$ cat config.mk
export PLATFORM = sky130hd
export DESIGN_NAME = silife_gen_scheduler_flat
export DESIGN_NICKNAME = d
export VERILOG_FILES = /design/src/rtl/silife_gen_scheduler_if.sv /design/src/rtl/silife_gen_scheduler.sv /design/src/flat_wrapper.sv
export SDC_FILE = /design/constraint.sdc
export NUM_CORES = 1
export LEC_CHECK = 0
export CAP_MARGIN = 20
export CORE_MARGIN = 2
export CORE_UTILIZATION = 50
export DETAILED_ROUTE_END_ITERATION = 16
export MAX_ROUTING_LAYER = met4
export PLACE_DENSITY_LB_ADDON = 0.05
export REMOVE_ABC_BUFFERS = 1
export SYNTH_ARGS = -nofsm -noshare
export SYNTH_HDL_FRONTEND = slang
export SYNTH_SLANG_ARGS = --single-unit
$ cat constraint.sdc
create_clock -name clk -period 4.7 [get_ports clk]
set_input_delay 1.41 -clock clk [delete_from_list [all_inputs] [get_ports clk]]
set_output_delay 1.41 -clock clk [all_outputs]
set_load 0.02 [all_outputs]
$ cat src/rtl/silife_gen_scheduler_if.sv
// Wishbone slave bus bundle for the generation scheduler.
// The signal names are the scheduler's own port names, so a reader can match them to the register map.
// The master modport drives the request. The slave modport drives the acknowledge and the read data.
interface silife_gen_scheduler_if;
   logic        i_wb_cyc;
   logic        i_wb_stb;
   logic        i_wb_we;
   logic [31:0] i_wb_addr;
   logic [31:0] i_wb_data;
   logic        o_wb_ack;
   logic [31:0] o_wb_data;

   modport master (
      output i_wb_cyc, i_wb_stb, i_wb_we, i_wb_addr, i_wb_data,
      input  o_wb_ack, o_wb_data
   );

   modport slave (
      input  i_wb_cyc, i_wb_stb, i_wb_we, i_wb_addr, i_wb_data,
      output o_wb_ack, o_wb_data
   );
endinterface

$ cat src/rtl/silife_gen_scheduler.sv
// Generation scheduler for the life matrix.
// Issues a one-cycle gen_step strobe in three cases: free-running at PERIOD+1 cycles per step,
// on single-step writes, and until an optional generation limit stops it.
// Optional macro SILIFE_GEN_IRQ_EN: it adds CTRL bit5 irq_en, and gen_irq = done && irq_en.
// When SILIFE_GEN_IRQ_EN is undefined, gen_irq stays 0 and CTRL bit5 always reads 0.
module silife_gen_scheduler #(
   parameter int unsigned            PERIOD_BITS  = 24,
   parameter int unsigned            COUNT_BITS   = 32,
   parameter logic [PERIOD_BITS-1:0] PERIOD_RESET = 24'd999_999
) (
   input  logic                  clk,
   input  logic                  reset,
   silife_gen_scheduler_if.slave bus,
   output logic                  gen_step,
   output logic                  running,
   output logic                  gen_irq
);

   typedef enum logic {ST_IDLE, ST_RUN} state_e;
   typedef enum logic [1:0] {REG_CTRL, REG_PERIOD, REG_COUNT, REG_LIMIT} reg_e;

   state_e                 state;
   logic [PERIOD_BITS-1:0] period;
   logic [PERIOD_BITS-1:0] timer;
   logic [COUNT_BITS-1:0]  gen_count;
   logic [COUNT_BITS-1:0]  limit;
   logic                   limit_en;
   logic                   done;
   logic                   irq_en;
   logic                   ack_q;
   logic [31:0]            rdata_q;

   logic                   wb_xfer;
   logic                   wr;
   logic                   rd;
   reg_e                   sel;
   logic                   wr_ctrl;
   logic                   is_run;
   logic                   run_fire;
   logic                   single_fire;
   logic                   step_fire;
   logic [COUNT_BITS-1:0]  count_inc;
   logic                   limit_hit;
   logic [31:0]            ctrl_rd;
   logic [31:0]            rd_mux;

   // Only addr[3:2] selects a register; the remaining address bits are deliberately ignored.
   logic unused_addr_bits;
   assign unused_addr_bits = ^{bus.i_wb_addr[31:4], bus.i_wb_addr[1:0]};

   // Bus decode and step/limit decisions for the coming edge.
   // NOTE: every always_comb output gets a default first, so no path can leave it unassigned and infer a latch.
   always_comb begin
      wb_xfer     = bus.i_wb_cyc && bus.i_wb_stb && !ack_q;
      wr          = wb_xfer && bus.i_wb_we;
      rd          = wb_xfer && !bus.i_wb_we;
      sel         = reg_e'(bus.i_wb_addr[3:2]);
      wr_ctrl     = wr && (sel == REG_CTRL);
      is_run      = (state == ST_RUN);
      run_fire    = is_run && (timer == '0);
      single_fire = wr_ctrl && bus.i_wb_data[1] && !is_run;
      step_fire   = run_fire || single_fire;
      count_inc   = gen_count + COUNT_BITS'(1);
      limit_hit   = step_fire && limit_en && (count_inc == limit);
   end

   // Read-data multiplexer. The step bit and the clear bit are write-only strobes, so they read as 0.
   always_comb begin
      ctrl_rd    = '0;
      ctrl_rd[0] = is_run;
      ctrl_rd[2] = limit_en;
      ctrl_rd[4] = done;
`ifdef SILIFE_GEN_IRQ_EN
      ctrl_rd[5] = irq_en;
`endif
      rd_mux = '0;
      case (sel)
         REG_CTRL:   rd_mux = ctrl_rd;
         REG_PERIOD: rd_mux[PERIOD_BITS-1:0] = period;
         REG_COUNT:  rd_mux[COUNT_BITS-1:0]  = gen_count;
         REG_LIMIT:  rd_mux[COUNT_BITS-1:0]  = limit;
         default:    rd_mux = '0;
      endcase
   end

   // Run FSM, period timer, counter, limit logic and wishbone response, all on one edge.
   // NOTE: sequential state uses non-blocking assignments, so every register samples pre-edge values.
   always_ff @(posedge clk) begin
      if (reset) begin
         state     <= ST_IDLE;
         period    <= PERIOD_RESET;
         timer     <= '0;
         gen_count <= '0;
         limit     <= '0;
         limit_en  <= 1'b0;
         done      <= 1'b0;
         irq_en    <= 1'b0;
         ack_q     <= 1'b0;
         rdata_q   <= '0;
         gen_step  <= 1'b0;
      end else begin
         ack_q    <= wb_xfer;
         gen_step <= step_fire;
         if (rd) rdata_q <= rd_mux;

         // A CTRL write sets run directly. The write wins over an auto-stop in the same cycle.
         if (wr_ctrl) state <= bus.i_wb_data[0] ? ST_RUN : ST_IDLE;
         else if (limit_hit) state <= ST_IDLE;

         // The timer loads only on an idle-to-run write, so rewriting run=1 does not restart it.
         if (wr_ctrl && bus.i_wb_data[0] && !is_run) timer <= period;
         else if (run_fire) timer <= period;
         else if (is_run) timer <= timer - PERIOD_BITS'(1);

         if (wr_ctrl) limit_en <= bus.i_wb_data[2];
`ifdef SILIFE_GEN_IRQ_EN
         if (wr_ctrl) irq_en <= bus.i_wb_data[5];
`endif

         // A new limit event takes priority over a W1C of done in the same cycle.
         if (limit_hit) done <= 1'b1;
         else if (wr_ctrl && bus.i_wb_data[4]) done <= 1'b0;

         if (wr && sel == REG_PERIOD) period <= bus.i_wb_data[PERIOD_BITS-1:0];
         if (wr && sel == REG_LIMIT) limit <= bus.i_wb_data[COUNT_BITS-1:0];

         // Clearing the count takes priority over a step in the same cycle.
         if (wr_ctrl && bus.i_wb_data[3]) gen_count <= '0;
         else if (step_fire) gen_count <= count_inc;
      end
   end

   assign bus.o_wb_ack  = ack_q;
   assign bus.o_wb_data = rdata_q;
   assign running       = is_run;

`ifdef SILIFE_GEN_IRQ_EN
   assign gen_irq = done && irq_en;
`else
   assign gen_irq = 1'b0;
`endif

endmodule

$ cat src/flat_wrapper.sv
// flat-port wrapper written by rule: the top's interface ports become plain ports
module silife_gen_scheduler_flat 
#(
   parameter int unsigned            PERIOD_BITS  = 24,
   parameter int unsigned            COUNT_BITS   = 32,
   parameter logic [PERIOD_BITS-1:0] PERIOD_RESET = 24'd999_999
)
  (clk, reset, gen_step, running, gen_irq, bus_i_wb_cyc, bus_i_wb_stb, bus_i_wb_we, bus_i_wb_addr, bus_i_wb_data, bus_o_wb_ack, bus_o_wb_data);
  silife_gen_scheduler_if bus_i ();
  input  logic clk;
  input  logic reset;
  output logic gen_step;
  output logic running;
  output logic gen_irq;
  input wire logic [$bits(bus_i.i_wb_cyc)-1:0] bus_i_wb_cyc;
  input wire logic [$bits(bus_i.i_wb_stb)-1:0] bus_i_wb_stb;
  input wire logic [$bits(bus_i.i_wb_we)-1:0] bus_i_wb_we;
  input wire logic [$bits(bus_i.i_wb_addr)-1:0] bus_i_wb_addr;
  input wire logic [$bits(bus_i.i_wb_data)-1:0] bus_i_wb_data;
  output wire logic [$bits(bus_i.o_wb_ack)-1:0] bus_o_wb_ack;
  output wire logic [$bits(bus_i.o_wb_data)-1:0] bus_o_wb_data;
  assign bus_i.i_wb_cyc = bus_i_wb_cyc;
  assign bus_i.i_wb_stb = bus_i_wb_stb;
  assign bus_i.i_wb_we = bus_i_wb_we;
  assign bus_i.i_wb_addr = bus_i_wb_addr;
  assign bus_i.i_wb_data = bus_i_wb_data;
  assign bus_o_wb_ack = bus_i.o_wb_ack;
  assign bus_o_wb_data = bus_i.o_wb_data;
  silife_gen_scheduler #(.PERIOD_BITS(PERIOD_BITS), .COUNT_BITS(COUNT_BITS), .PERIOD_RESET(PERIOD_RESET)) u_core (.clk(clk), .reset(reset), .bus(bus_i), .gen_step(gen_step), .running(running), .gen_irq(gen_irq));
endmodule
# Word level (Yosys, flattened, before mapping)
# Index checks and enable logic that the tools add are counted.
# totals
input_bits,69
register_bits,149
output_inout_bits,36
elab_cells,52
# classes
addsub,2
eq_ne,4
n_reduce_logical,26
mux,10
# ops
cell,count
$pmux W24 S4,1
$mux W24,3
$add A32 B1 Y32 const B,1
$eq A32 B32 Y1,1
$logic_not A24 Y1,1
$sub A24 B1 Y24 const B,1
$logic_and A1 B1 Y1,16
$pmux W8 S2,1
$mux W1,5
$eq A2 B2 Y1 const B,2
$reduce_bool A2 Y1,2
$logic_not A1 Y1,3
$reduce_bool A3 Y1,1
$eq A2 B1 Y1 const B,1
$logic_not A2 Y1,1
$reduce_or A2 Y1,1
$logic_or A1 B1 Y1,1

# Logic depth before layout (Yosys ltp)
# logic_depth
ltp_word,11
mapped_depth,11
ltp_nobuf,9

# Worst setup path after synthesis
# OpenSTA, ideal clock, no wires.
# synth_timing
kind,input -> register
from,input bus_i_wb_addr[3]
to,register u_core.timer[2]
t_arrival_ps,2882
stages,8
required_ps,4572
setup_slack_ps,1690
setup_time_ps,128
n_path_buf,3
path_cell_list,clkbuf_1 > nor2_1 > and2_1 > buf_2 > a21oi_1 > clkbuf_1 > a2bb2oi_1 > nor2_1
# synth_between
elab_chain_cells,5
elab_cells_between_ends,6
classes_between,1 x mux; 5 x reduce/logical
# synth_rtl
item,line_no,rtl
start: declaration,flat_wrapper.sv:18,input wire logic [$bits(bus_i.i_wb_addr)-1:0] bus_i_wb_addr;
$logic_not A2 Y1 (*),silife_gen_scheduler.sv:58,wr_ctrl = wr && (sel == REG_CTRL);
$logic_and A1 B1 Y1 (*),silife_gen_scheduler.sv:58,
$logic_and A1 B1 Y1 (*) (2 in a row),silife_gen_scheduler.sv:111,if (wr_ctrl && bus.i_wb_data[0] && !is_run) timer <= period;
$reduce_bool A3 Y1 (no source line) / $mux W24 (equally long branches),n/a,
end signal: assignment,silife_gen_scheduler.sv:111,
end signal: assignment,silife_gen_scheduler.sv:112,else if (run_fire) timer <= period;
end signal: assignment,silife_gen_scheduler.sv:113,else if (is_run) timer <= timer - PERIOD_BITS'(1);
end: declaration,silife_gen_scheduler.sv:24,logic [PERIOD_BITS-1:0] timer;
# Mark *: on every way between the ends. The rest lies on a longest branch, timed or not.
# A chain may end at the register's enable or synchronous reset.

# Worst setup path after layout
# layout_timing
from,input bus_i_wb_addr[3]
to,register u_core.period[13]
# layout_between
elab_chain_cells,2
# layout_rtl
item,line_no,rtl
$eq A2 B1 Y1,silife_gen_scheduler.sv:124,if (wr && sel == REG_PERIOD) period <= bus.i_wb_data[PERIOD_BITS-1:0];
$logic_and A1 B1 Y1,silife_gen_scheduler.sv:124,
end signal: assignment,silife_gen_scheduler.sv:124,
end: declaration,silife_gen_scheduler.sv:23,logic [PERIOD_BITS-1:0] period;
# No other way between the ends.

==> impl_metrics.csv <==
group,metric,value,unit
run_status,status,"complete, no violations",
die,coreArea,15800,um^2
route,ant_nets,0,
critical_path,crit_path_end_kind,"register",
sta,tightestPinTransition,0.985,ns
critical_path,crit_path_end,"u_core.period[13]",
sta,timing.setup.tns,0,ns
power_and_ir_drop,power.leakage,3.24,nW
yosys,netlist_area,7980,um^2
critical_path,crit_family,"simple AND/OR/NAND/NOR gates",
yosys,synth_seq_area_share,37.4,%
clock_tree,postCtsSetupBuffers,0,
route,drt_iter0_drc,572,
clock_tree,clkSinkCount,149,
sta,hold_violations,0,
sta,fin_crit_sh,75.1,%
final_layout,nFillCells,1544,
power_and_ir_drop,p_per_area,313,nW/um^2
critical_path,start_kind,"input pin",
route,met1_length,10300,um
sta,drv_slew,0,
final_layout,syn_to_final_growth,16.4,%
clock_tree,hold_buffers,0,
yosys,synth_edf_count,0,
route,wl_per_cell,17.5,um
power_and_ir_drop,comb_power_share,10.3,%
clock_tree,htree_levels,4,
final_layout,drive_gt1_share,10.3,%
global_route,grt_first_pass_wirelength,35300,um
critical_path,crit_start,"bus_i_wb_addr[3]",
power_and_ir_drop,p_int,2.18,mW
power_and_ir_drop,peakVddDrop,0.295,mV
job,maxCapViolations,0,
global_route,grt_max_degree,70,
final_layout,nets,1100,
yosys,ys_async_sr_fraction,0,%
placed_design,port_buffers,73,
yosys,synth.ff_latch_count,149,
final_layout,antenna_cells,0,
route,vias,7202,
critical_path,max_stage_delay,0.76,ns
critical_path,reg2reg_slack,2.05,ns
sta,period_minus_slack,3.53,ns
global_route,antenna_found_initial,0,
critical_path,path_cells,"clkdlybuf4s50_1 -> buf_4 -> nor2b_1 -> nand2_1 -> nand2_1 -> a21oi_1",
power_and_ir_drop,power_switching,0.723,mW
sta,setup_violations,0,
global_route,grt_pass1_vias,6676,
route,via_per_inst,5.73,
die,die_y,130,um
final_layout,finish.instance_area,9300,um^2
clock_tree,cts_tree,"built",
critical_path,reg2reg_from,"u_core.gen_count[0]",
die,std_cell_rows,46,
critical_path,reg2reg_depth,8,
yosys,ys_warn_count,0,
route,wl,22000,um
yosys,synth_ff_type,"dfxtp_1",
critical_path,cpMostUsedCell,"nand2_1",
global_route,grt_usage,27.5,%
sta,rsz0062_at_grt,"false",
placed_design,routabilityCongestion,0.904,
clock_tree,insertion_delay,0.43,ns
yosys,syn_inst,997,
placed_design,place_area,8710,um^2
power_and_ir_drop,clkPwrFrac,44.8,%
die,die_w,130,um
global_route,gr-total-overflow,0,
route,drc,0,
clock_tree,clock_path_buffers,2,
clock_tree,clk_pin_slew_worst_paths,0.06,ns
final_layout,finalNonFillerCells,1256,
power_and_ir_drop,power,2.91,mW
clock_tree,cts_root_buf,"clkbuf_16",
route,drt_first_pass_iters,5,
placed_design,dp_cells,1224,
critical_path,crit_buf_inv,2,
yosys,synth_cell_types,75,
placed_design,hpwl,15300,um
critical_path,path_depth,6,
sta,fmax,283,MHz
die,pin_count,105,
critical_path,critical_path_class,"input pin to register",
worst_hold_path,hp-class,"register to register",
clock_tree,numCtsBuffers,17,
critical_path,crit_fanout,24,
power_and_ir_drop,seq_power_share,44.9,%
critical_path,cp_slowest_cell,"nand2_1",
route,routed.top_layer,"met4",
sta,skew,0.00821,ns
die,start_util,50.6,%
critical_path,arrival,3.83,ns
clock_tree,cts_resized,0,
critical_path,crit_required,5.00,ns
power_and_ir_drop,netSwitchingFraction,24.9,%
yosys,syn_area_per_cell,8.01,um^2
critical_path,reg2reg_to,"u_core.running",
route,met3_length,1230,um
sta,slew_headroom,34.2,%
route,wl_met2,10200,um
die,die_area,17000,um^2
-- metal layers --
layer / vias to the layer above / track usage [%]
li1: 3558 / -
met5: - / -
met4: 0 / 7.13
met1: 3395 / 36.7
met2: 216 / 43.0
met3: 33 / 5.13
-- power groups by stage --
stage                     clock network, mW  registers, mW  logic (mW)
after CTS                              1.32           1.30       0.298
after global placement                    0           1.33       0.296
after global routing                   1.37           1.31       0.331
final                                  1.30           1.30       0.300
after detailed placement                  0           1.33       0.296
after floorplan                           0           1.34       0.150
-- worst min path at each step --
stage / cells after the start / to / start
6_report: 2 / u_core.bus.o_wb_data[30] / u_core.bus.o_wb_data[30]
5_1_grt: 2 / u_core.bus.o_wb_data[0] / u_core.bus.o_wb_data[0]
4_1_cts: 2 / u_core.bus.o_wb_data[4] / u_core.bus.o_wb_data[4]
3_5_place_dp: 2 / u_core.bus.o_wb_data[4] / u_core.bus.o_wb_data[4]
3_3_place_gp: 2 / u_core.bus.o_wb_data[30] / u_core.bus.o_wb_data[30]
2_1_floorplan: 2 / u_core.timer[1] / u_core.timer[1]
-- through the flow --
stage                     hold slack, ns  utilization (%)  worst slack (ns)
final                              0.449             58.9              1.17
after global routing               0.472             58.9              1.03
after CTS                          0.453             58.9              1.21
after detailed placement           0.445             55.3             0.761
after global placement             0.439             55.3             0.813
after floorplan                    0.439                -              1.57
-- cell families (layout without fill, tap and decap cells) --
logic type,Yosys count,in the layout,synth area share [%]
muxes,35,35,5.31
and+or+nand+nor,455,455,28.1
adders and majority gates,3,3,0.470
AOI/OAI and AO/OA,197,197,15.4
other,1,1,0.0470
xor gates and xnor gates,71,71,7.79
DFF,149,149,37.4
buffers and inverters,86,129,5.56
-- tightest hold or removal path, stage by stage, from the launching register on --
cell and delay, ns:
dfxtp_1 0.31, nand2_1 0.05, a21oi_1 0.05
-- cells in the mapped netlist (9+ instances only) --
master	number	area [um^2]
a21oi_1	95	475
a221oi_1	23	201
buf_2	13	65.1
clkbuf_1	48	180
dfxtp_1	149	2980
mux2_2	29	327
nand2_1	170	638
nand3_1	33	165
nand3b_1	19	143
nand4_1	16	100
nor2_1	103	387
nor3_1	42	210
nor4_1	9	56.3
o21ai_0	32	160
xnor2_1	49	429
xor2_1	22	193
-- flip-flops by register name, indices dropped and copies added, names as in the netlist, 24 cells and up --
register / count
u_core.gen_count: 32
u_core.timer: 24
u_core.period: 24
u_core.bus.o_wb_data: 32
u_core.limit: 32
-- cell usage in the layout (no fill, tap or decap), types with 5 or more instances in the layout --
cell,synthesis,layout
a221oi_1,23,23
clkbuf_16,0,17
a21oi_1,95,95
clkdlybuf4s50_1,0,71
o21ai_0,32,32
and3_1,5,5
nand3_1,33,33
clkbuf_8,7,7
nand2b_1,8,8
a2bb2oi_1,7,7
mux2_2,29,29
and4_1,5,5
nor3_1,42,42
xnor2_1,49,49
buf_4,3,16
nor4_1,9,9
a211oi_1,6,6
dfxtp_1,149,149
inv_1,7,7
or3_1,8,8
nand3b_1,19,19
xor2_1,22,22
nand2_1,170,170
nor2_1,103,102
nand4_1,16,16
nor2b_1,5,5
-- layout make-up --
type                       count  area [um^2]  area share [%]
timing repair buffer          91          891            9.58
clock buffer                  25          526            5.65
clock inverter                 6         41.3           0.444
sequential                   149         2980            32.1
inverter                       7         26.3           0.283
multi-input combinational    762         4560            49.0
tap                          216          270            2.91
Power figures use the tool's default switching activity.
